### src/rtl/sprite_pkg.sv
// Shared definitions for the sprite pixel writer.
//   - Screen geometry, frame-buffer address and colour widths, and the
//     transparent colour index.
//   - fb_wr_t: a single frame-buffer write {addr, data}.
//   - drain_state_e: states of the write-drain FSM.
//   - fb_addr_of(): linear frame-buffer address of an on-screen pixel.
package sprite_pkg;

    localparam int unsigned SCREEN_W = 320;
    localparam int unsigned SCREEN_H = 240;
    localparam int unsigned ADDR_W   = 17;
    localparam int unsigned COLOR_W  = 8;

    localparam logic [COLOR_W-1:0] TRANSP = 8'h00;

    typedef struct packed {
        logic [ADDR_W-1:0]  addr;
        logic [COLOR_W-1:0] data;
    } fb_wr_t;

    typedef enum logic {
        IDLE = 1'b0,
        REQ  = 1'b1
    } drain_state_e;

    // Row-major address. The caller has already clipped sx/sy to the screen,
    // so the result always fits in ADDR_W bits.
    function automatic logic [ADDR_W-1:0] fb_addr_of(input logic [9:0] sx,
                                                     input logic [8:0] sy);
        return ADDR_W'(sy) * ADDR_W'(SCREEN_W) + ADDR_W'(sx);
    endfunction

endpackage

### src/rtl/sprite_pixel_writer_fifo.sv
// sync_fifo: single-clock FIFO with a combinational head read.
//   clk_i, rst_i   clock, synchronous active-high reset (empties the FIFO)
//   push_i/wdata_i write an entry (ignored when full unless popping too)
//   pop_i          remove the head entry (ignored when empty)
//   head_o         oldest entry (undefined contents while empty)
//   full_o/empty_o occupancy flags
//   count_o        number of stored entries, 0..DEPTH
// Push and pop in the same cycle are both honoured, also when full.
module sync_fifo #(
    parameter int unsigned WIDTH = 8,
    parameter int unsigned DEPTH = 4
) (
    input  logic                       clk_i,
    input  logic                       rst_i,
    input  logic                       push_i,
    input  logic [WIDTH-1:0]           wdata_i,
    input  logic                       pop_i,
    output logic [WIDTH-1:0]           head_o,
    output logic                       full_o,
    output logic                       empty_o,
    output logic [$clog2(DEPTH):0]     count_o
);

    localparam int unsigned AW = $clog2(DEPTH);

    logic [WIDTH-1:0] mem_q [DEPTH];
    logic [AW-1:0]    wr_ptr_q;
    logic [AW-1:0]    rd_ptr_q;
    logic [AW:0]      count_q;
    logic             do_push;
    logic             do_pop;

    assign empty_o = (count_q == '0);
    assign full_o  = (count_q == (AW+1)'(DEPTH));
    assign count_o = count_q;
    assign head_o  = mem_q[rd_ptr_q];

    // A pop frees the slot this push needs, so a full FIFO still accepts it.
    assign do_pop  = pop_i && !empty_o;
    assign do_push = push_i && (!full_o || do_pop);

    // NOTE: storage is not reset; the pointers and count alone define which
    // entries are valid, and leaving the array unreset keeps it plain RAM.
    always_ff @(posedge clk_i) begin
        if (do_push) begin
            mem_q[wr_ptr_q] <= wdata_i;
        end
    end

    always_ff @(posedge clk_i) begin
        if (rst_i) begin
            wr_ptr_q <= '0;
            rd_ptr_q <= '0;
            count_q  <= '0;
        end else begin
            // Pointers wrap naturally because DEPTH is a power of two.
            if (do_push) wr_ptr_q <= wr_ptr_q + AW'(1);
            if (do_pop)  rd_ptr_q <= rd_ptr_q + AW'(1);
            case ({do_push, do_pop})
                2'b10:   count_q <= count_q + (AW+1)'(1);
                2'b01:   count_q <= count_q - (AW+1)'(1);
                default: count_q <= count_q;
            endcase
        end
    end

endmodule

### src/rtl/sprite_pixel_writer.sv
// sprite_pixel_writer: turns sequencer pixels into frame-buffer writes.
//   Clk, Reset               clock, synchronous active-high reset
//   origin_ld, sprite_x/y    latch the sprite's screen origin
//   ld_reg, pixel_in         latch the sprite ROM colour
//   write_out, game_x/y      current pixel valid at local coordinates
//   next_s                   last pixel of the sprite has been issued
//   fb_req/fb_addr/fb_data   write request to the frame-buffer arbiter
//   fb_ack                   arbiter accepted the current request
//   busy                     writes or a completion still outstanding
//   done                     one-cycle pulse when the sprite has drained
//   overflow, clear_flags    sticky dropped-pixel flag and its clear
module sprite_pixel_writer
    import sprite_pkg::*;
#(
    parameter int unsigned FIFO_DEPTH = 4
) (
    input  logic               Clk,
    input  logic               Reset,
    input  logic               origin_ld,
    input  logic [8:0]         sprite_x,
    input  logic [7:0]         sprite_y,
    input  logic               ld_reg,
    input  logic [COLOR_W-1:0] pixel_in,
    input  logic               write_out,
    input  logic [3:0]         game_x,
    input  logic [3:0]         game_y,
    input  logic               next_s,
    output logic               fb_req,
    output logic [ADDR_W-1:0]  fb_addr,
    output logic [COLOR_W-1:0] fb_data,
    input  logic               fb_ack,
    output logic               busy,
    output logic               done,
    output logic               overflow,
    input  logic               clear_flags
);

    localparam int unsigned CNT_W = $clog2(FIFO_DEPTH) + 1;

    drain_state_e       state_q;
    logic [8:0]         org_x_q;
    logic [7:0]         org_y_q;
    logic [COLOR_W-1:0] pix_q;
    logic               overflow_q;
    logic               done_pend_q;
    logic               done_q;

    logic [9:0]         sx;
    logic [8:0]         sy;
    logic               pix_ok;
    logic               push;
    logic               pop;
    logic               drop;
    logic               fire;
    fb_wr_t             wr_entry;
    fb_wr_t             head;
    logic               fifo_full;
    logic               fifo_empty;
    logic [CNT_W-1:0]   fifo_count;

    // One extra bit on each sum so sprites hanging off the right or bottom
    // edge are clipped instead of wrapping back onto the screen.
    assign sx = {1'b0, org_x_q} + {6'b0, game_x};
    assign sy = {1'b0, org_y_q} + {5'b0, game_y};

    assign pix_ok = write_out && (pix_q != TRANSP)
                 && (32'(sx) < SCREEN_W) && (32'(sy) < SCREEN_H);

    assign pop  = (state_q == REQ) && fb_ack;
    assign push = pix_ok && (!fifo_full || pop);
    assign drop = pix_ok && fifo_full && !pop;

    // Completion waits until every queued write has been accepted.
    assign fire = done_pend_q && fifo_empty && (state_q == IDLE);

    assign wr_entry.addr = fb_addr_of(sx, sy);
    assign wr_entry.data = pix_q;

    sync_fifo #(
        .WIDTH ($bits(fb_wr_t)),
        .DEPTH (FIFO_DEPTH)
    ) u_fifo (
        .clk_i   (Clk),
        .rst_i   (Reset),
        .push_i  (push),
        .wdata_i (wr_entry),
        .pop_i   (pop),
        .head_o  (head),
        .full_o  (fifo_full),
        .empty_o (fifo_empty),
        .count_o (fifo_count)
    );

    // NOTE: every register here updates with non-blocking assignments so all
    // of them see the same pre-edge values within one clock.
    always_ff @(posedge Clk) begin
        if (Reset) begin
            state_q     <= IDLE;
            org_x_q     <= '0;
            org_y_q     <= '0;
            pix_q       <= '0;
            overflow_q  <= 1'b0;
            done_pend_q <= 1'b0;
            done_q      <= 1'b0;
        end else begin
            if (origin_ld) begin
                org_x_q <= sprite_x;
                org_y_q <= sprite_y;
            end
            if (ld_reg) begin
                pix_q <= pixel_in;
            end

            // Setting wins over clearing so a drop is never lost.
            if (drop) begin
                overflow_q <= 1'b1;
            end else if (clear_flags) begin
                overflow_q <= 1'b0;
            end

            // A next_s that lands while a completion is already pending is
            // folded into that completion.
            if (fire) begin
                done_pend_q <= 1'b0;
            end else if (next_s) begin
                done_pend_q <= 1'b1;
            end
            done_q <= fire;

            case (state_q)
                IDLE: begin
                    if (!fifo_empty) state_q <= REQ;
                end
                REQ: begin
                    // Stay while anything remains after this pop, counting
                    // an entry pushed in the same cycle.
                    if (pop && !((fifo_count > CNT_W'(1)) || push)) begin
                        state_q <= IDLE;
                    end
                end
                default: state_q <= IDLE;
            endcase
        end
    end

    assign fb_req   = (state_q == REQ);
    // Masked while empty so stale storage never appears on the bus.
    assign fb_addr  = fifo_empty ? '0 : head.addr;
    assign fb_data  = fifo_empty ? '0 : head.data;
    assign busy     = !fifo_empty || done_pend_q || (state_q == REQ);
    assign done     = done_q;
    assign overflow = overflow_q;

endmodule

### config.mk
export PLATFORM = sky130hd
export DESIGN_NAME = sprite_pixel_writer
export DESIGN_NICKNAME = d
export VERILOG_FILES = /design/src/rtl/sprite_pkg.sv /design/src/rtl/sprite_pixel_writer_fifo.sv /design/src/rtl/sprite_pixel_writer.sv
export SDC_FILE = /design/constraint.sdc
export NUM_CORES = 1
export LEC_CHECK = 0
export ABC_CLOCK_PERIOD_IN_PS = 11850
export CELL_PAD_IN_SITES_DETAIL_PLACEMENT = 1
export CELL_PAD_IN_SITES_GLOBAL_PLACEMENT = 2
export CORE_AREA = 2 2 127 129
export CTS_CLUSTER_SIZE = 10
export DETAILED_ROUTE_END_ITERATION = 10
export DIE_AREA = 0 0 129 131
export PLACE_DENSITY = 0.83
export SLEW_MARGIN = 20
export SYNTH_ARGS = -nofsm -noshare
export SYNTH_HDL_FRONTEND = slang
export SYNTH_SLANG_ARGS = --single-unit
export TNS_END_PERCENT = 20
### constraint.sdc
create_clock -name Clk -period 11.85 [get_ports Clk]
set_input_delay 2.37 -clock Clk [delete_from_list [all_inputs] [get_ports Clk]]
set_output_delay 2.37 -clock Clk [all_outputs]
set_load 0.005 [all_outputs]
==> impl_metrics.tcl, run 1 <==
set metrics [dict create \
    outcome "complete, no violations" \
    finalPower_mw 1.38 \
    cts_setup_buffers 0 \
    internal-power_mw 1.02 \
    grt_max_degree 38 \
    dp_slack_ns 5.47 \
    synth_common_cells "100 x edfxtp_1, 43 x nor2_1, 38 x dfxtp_1, 35 x ha_1, 30 x and2_1" \
    worstPathBufferInverterCount 2 \
    p_switching_mw 0.360 \
    crit_arrival_ns 6.09 \
    globalRoute.totalOverflow 0 \
    r2r-end "u_fifo.mem_q[1][24]" \
    wire_per_inst_um 18.5 \
    utilization_pct 51.4 \
    max_freq_ghz 0.168 \
    drcViolationCount 0 \
    dp_cells 733 \
    num_rows 46 \
    maxCapViolCount 0 \
    numCtsBuffers 17 \
    synth.top_cell.area_share_pct 46.1 \
    dr.pass1.iters 4 \
    critPathMaxFanout 4 \
    synth_cell_types 49 \
    setup_viol 0 \
    combPwrFrac_pct 21.6 \
    required_ns 11.99 \
    ys_seq_elements 138 \
    cts-resized-gates 0 \
    fillerInstances 1544 \
    final_area_um2 8010 \
    max-slew-margin-rel_pct 57.2 \
    fin_crit_ns 5.95 \
    avgViaCountPerCell 5.13 \
    fp.coreArea_um2 15600 \
    yosysMostFrequentCell "edfxtp_1" \
    hold_start "done_pend_q" \
    reg2regPathDepth 14 \
    critPathTopFamily "adder cells" \
    die-height_um 131 \
    tns_ns 0 \
    drtIter0Drc 166 \
    path_depth 15 \
    start_util_pct 41.8 \
    syn_area_um2 6520 \
    io_pins 70 \
    htree_levels 4 \
    dp_hpwl_um 9940 \
    grt_usage_pct 18.3 \
    power_leakage_nw 3.00 \
    grt_pass1_wl_um 22700 \
    hold_buffers 0 \
    fin_crit_sh_pct 50.2 \
    die-area_um2 16900 \
    worstSetupStartpointType "input pin" \
    worstPathCellList "clkdlybuf4s50_1, ha_1, fa_1, a211o_1, nand2_1, xnor2_1, ha_1, inv_1, fa_1, nand2b_1, a21oi_1, xor2_1, and3_1, nand3_1, xnor3_1" \
    multi_input_area_um2 2600 \
    ys_seq_area_share_pct 57.7 \
    finClkSkew_ns 0.00965 \
    synth_edf_count 100 \
    clkPwrFrac_pct 35.5 \
    fin_nets 617 \
    cp_slowest_cell "fa_1" \
    reg2reg_from "org_y_q[0]" \
    postLayoutSetupSlackWorst_ns 5.90 \
    root_buffer "clkbuf_16" \
    cts_buffer_depth 2 \
    port_buffers 69 \
    timing.critical_path.to "u_fifo.mem_q[1][24]" \
    grt_pass1_vias 4303 \
    pwr-share-seq_pct 43.0 \
    netlist_instances 459 \
    insertion_delay_ns 0.42 \
    sw_frac_of_total_pct 26.2 \
    syn_avg_cell_area_um2 14.2 \
    rsz0062_at_grt "false" \
    finalHoldWorstSlack_ns 0.486 \
    synth_largest_area_cell "edfxtp_1" \
    fp.dieW_um 129 \
    stdcell_count 766 \
    startpoint "game_y[0]" \
    via_count 3928 \
    routabilityCongestion 0.749 \
    ant_nets 0 \
    cts_tree "yes" \
    clkSlewWorstSetupHoldPaths_ns 0.06 \
    ys.flop_type "edfxtp_1" \
    power_density_nw_per_um2 172 \
    ys_warn_count 0 \
    placed_cell_area_um2 7460 \
    critical_path_class "in -> reg" \
    antenna_found_initial 0 \
    ir_drop_mv 0.0992 \
    ys_top_cells_by_area "edfxtp_1 46%, dfxtp_1 12%, mux4_2 8.6%" \
    critical-path-max-stage-delay_ns 0.45 \
    hp-class "reg -> reg" \
    totalWireLength_um 14200 \
    cp-end-kind "flop" \
    insertedDiodeCount 0 \
    syn_to_final_growth_pct 22.9 \
    slew_violations 0 \
    syn_nets 539 \
    drive_gt1_share_pct 13.6 \
    cts.sinks 138 \
    hold_viol 0 \
    worstMarginPinSlew_ns 0.636 \
    synthArstFlopShare_pct 0 \
    r2r_slack_ns 7.96 \
    register_area_um2 3760 \
]
worst reg2reg max path: cells and delay by family (launching register included):
kind / cells / cell delay, ns
adders and majority gates: 4 / 1.43
xor gates and xnor gates: 3 / 0.68
and+or+nand+nor: 4 / 0.60
AOI/OAI and AO/OA: 2 / 0.51
DFF: 1 / 0.31
buffers and inverters: 1 / 0.07
layout make-up:
| type | count | share of cell area, % |
|---|---|---|
| multi-input cells | 282 | 32.5 |
| flip-flops and latches | 138 | 47.0 |
| clock buffers | 20 | 5.58 |
| repair buffers | 77 | 9.35 |
| well taps | 216 | 3.37 |
| inverters | 21 | 0.984 |
| clock inverters | 12 | 1.28 |
worst min path at each step:
stage	endpoint	cells after the start
4_1_cts	done_pend_q	1
5_1_grt	org_x_q[2]	2
3_5_place_dp	done_pend_q	1
2_1_floorplan	done_pend_q	1
6_report	done_pend_q	1
3_3_place_gp	done_pend_q	1
logic make-up after synthesis:
group	synth area share [%]
flops	57.7
xor+xnor	4.36
compound gates	5.83
fa+ha+maj	7.94
buf+inv	2.40
simple gates	9.12
mux	12.6
cells in the final DEF (no fill, tap or decap), drive strengths merged, types with 3 or more instances in the layout:
cell type      instances
edfxtp               100
clkdlybuf4s50         68
nor2                  43
dfxtp                 38
ha                    35
and2                  30
mux2i                 26
mux4                  25
inv                   21
clkbuf                20
a21oi                 16
xor2                  15
xnor2                 14
buf                    9
clkinv                 8
nand2                  7
o21ai                  7
nand3                  7
nand4                  6
a21o                   5
nand2b                 4
nor2b                  4
fa                     4
and3                   4
a211oi                 4
nor4                   3
clkinvlp               3
state kept, by name (all words and copies together), names as in the netlist, named ones only:
| signal | flops |
|---|---|
| pix_q | 8 |
| u_fifo.wr_ptr_q | 2 |
| u_fifo.mem_q | 100 |
| org_y_q | 8 |
| org_x_q | 9 |
| u_fifo.count_o | 3 |
| u_fifo.rd_ptr_q | 2 |
| overflow | 1 |
| done | 1 |
| done_pend_q | 1 |
| fb_req | 1 |
power groups by stage:
stage                     registers [mW]  clock network (mW)  logic [mW]
after floorplan                    0.593                   0       0.177
after global placement             0.597                   0       0.286
after detailed placement           0.601                   0       0.297
after CTS                          0.591               0.499       0.300
after global routing               0.596               0.519       0.330
final                              0.591               0.488       0.297
metal layers:
metal,wire length (µm),GRT usage [%],vias up
li1,-,-,1856
met1,5950,20.9,1968
met2,7480,32.5,88
met3,534,5.05,16
met4,183,7.48,0
met5,0,0,-
Power figures use the tool's default switching activity.
==> run 2, diff against run 1 <==
- ABC_CLOCK_PERIOD_IN_PS: 11850 -> 5900
- CORE_AREA: 2 2 127 129 -> 2 2 131 133
- DIE_AREA: 0 0 129 131 -> 0 0 133 135
- PLACE_DENSITY: 0.83 -> 0.79
- clock period: 11.85 -> 5.9 ns (I/O delays scaled with it)
==> run 2 against run 1 <==
  * Worst hold slack better by 0.0077 ns
  * Wire length is 4.8% lower
  * Die area is 6.2% higher
==> impl_metrics.tcl, run 2 (synthesized netlist as in run 1, its figures left out) <==
set metrics [dict create \
    outcome "complete, no violations" \
    critical-path-max-stage-delay_ns 0.41 \
    finClkSkew_ns 0.00799 \
    start_util_pct 39.7 \
    num_rows 47 \
    fillerInstances 1620 \
    combPwrFrac_pct 21.1 \
    power_leakage_nw 2.99 \
    dp_slack_ns 0.757 \
    insertedDiodeCount 0 \
    critPathMaxFanout 4 \
    grt_pass1_vias 4288 \
    htree_levels 4 \
    setup_viol 0 \
    fin_nets 616 \
    power_density_nw_per_um2 344 \
    totalWireLength_um 13500 \
    tns_ns 0 \
    cts.sinks 138 \
    die-area_um2 18000 \
    fin_crit_ns 4.69 \
    port_buffers 69 \
    wire_per_inst_um 17.5 \
    grt_max_degree 38 \
    globalRoute.totalOverflow 0 \
    fp.dieW_um 133 \
    max_freq_ghz 0.213 \
    register_area_um2 3760 \
    dr.pass1.iters 4 \
    cp-end-kind "flop" \
    cts_tree "yes" \
    worstPathBufferInverterCount 1 \
    p_switching_mw 0.726 \
    worstMarginPinSlew_ns 1.10 \
    largest_reg_flops 100 \
    sw_frac_of_total_pct 26.3 \
    multi_input_area_um2 2600 \
    utilization_pct 48.9 \
    fin_crit_sh_pct 79.5 \
    crit_arrival_ns 4.83 \
    avgViaCountPerCell 5.02 \
    cts_buffer_depth 2 \
    required_ns 6.04 \
    numCtsBuffers 17 \
    regMostFlops "u_fifo.mem_q" \
    syn_to_final_growth_pct 22.9 \
    ir_drop_mv 0.179 \
    r2r_slack_ns 2.09 \
    routabilityCongestion 0.743 \
    finalPower_mw 2.76 \
    clkSlewWorstSetupHoldPaths_ns 0.06 \
    pwr-share-seq_pct 43.1 \
    top_regs "u_fifo.mem_q x100, org_x_q x9" \
    path_common_cell "ha_1" \
    maxCapViolCount 0 \
    cts_setup_buffers 0 \
    clkPwrFrac_pct 35.8 \
    via_count 3863 \
    root_buffer "clkbuf_16" \
    max-slew-margin-rel_pct 26.3 \
    ant_nets 0 \
    worstPathCellList "clkdlybuf4s50_1, ha_1, fa_1, a211o_1, nand2_1, xnor2_1, ha_1, ha_1, a211oi_1, o21bai_1, a21oi_1, o21ai_0, a21oi_1, xnor3_1" \
    antenna_found_initial 0 \
    hold_viol 0 \
    dp_hpwl_um 9450 \
    internal-power_mw 2.03 \
    insertion_delay_ns 0.41 \
    hp-class "reg -> reg" \
    critical_path_class "in -> reg" \
    slew_violations 0 \
    postLayoutSetupSlackWorst_ns 1.21 \
    io_pins 70 \
    layout_common_cells "100 x edfxtp_1, 69 x clkdlybuf4s50_1, 43 x nor2_1, 38 x dfxtp_1, 35 x ha_1" \
    die-height_um 135 \
    critPathTopFamily "compound AO/OA/AOI/OAI gates" \
    cts-resized-gates 0 \
    layout_commonest_cell "edfxtp_1" \
    drcViolationCount 0 \
    drtIter0Drc 188 \
    worstSetupStartpointType "input pin" \
    fp.coreArea_um2 16400 \
    cp_slowest_cell "fa_1" \
    grt_pass1_wl_um 22100 \
    hold_buffers 0 \
    grt_usage_pct 16.3 \
    drive_gt1_share_pct 13.7 \
    rsz0062_at_grt "false" \
]
run 2: cell count changes in the layout (fill, tap and decap cells not counted), sizes merged:
cell	previous run	this run
clkbuf	20	19
inv	21	25
clkinv	8	4
clkinvlp	3	4
buf	9	7
clkdlybuf4s50	68	69
run 2: path summary, 6_finish.rpt:
| kind | startpoint | endpoint | cells after the start |
|---|---|---|---|
| worst min-delay path | overflow | overflow | 2 |
| worst max-delay path | game_y[0] | u_fifo.mem_q[3][24] | 14 |
| worst max register to register | org_y_q[0] | u_fifo.mem_q[3][24] | 13 |
| worst min register to register | overflow | overflow | 2 |
run 2: final cells by class:
cell class | instances | area share, %
clock buffers | 19 | 5.40
clock inverters | 13 | 1.48
inverters | 21 | 0.983
multi-input cells | 282 | 32.5
flip-flops and latches | 138 | 47.0
well taps | 220 | 3.43
repair buffers | 76 | 9.27
run 2: worst register-to-register path, cell delays in order, from the launching register on:
cell and delay, ns:
dfxtp_1 0.31, ha_1 0.20, fa_1 0.41, a211o_1 0.31, nand2_1 0.08, xnor2_1 0.23, ha_1 0.33, ha_1 0.30
a211oi_1 0.31, o21bai_1 0.12, a21oi_1 0.23, o21ai_0 0.11, a21oi_1 0.21, xnor3_1 0.39
run 2: per-stage QoR:
step	area, µm²	hold slack, ns	instances
after floorplan	6520	0.444	459
after global placement	7460	0.464	737
after detailed placement	7460	0.493	737
after CTS	8010	0.509	769
after global routing	8020	0.531	769
final	8020	0.494	769
run 2: routing by layer:
metal / wire, µm / global-route usage, % / vias to the layer above
li1: - / - / 1855
met1: 5980 / 19.8 / 1910
met4: 168 / 6.03 / 0
met5: 0 / 0 / -
met2: 6800 / 28.1 / 83
met3: 524 / 4.13 / 15
run 2: power groups by stage:
stage          registers, mW  clock network [mW]  logic (mW)
2_1_floorplan           1.19                   0       0.355
3_3_place_gp            1.20                   0       0.572
3_5_place_dp            1.21                   0       0.590
4_1_cts                 1.19                1.01       0.594
5_1_grt                 1.20                1.05       0.643
6_report                1.19               0.988       0.581
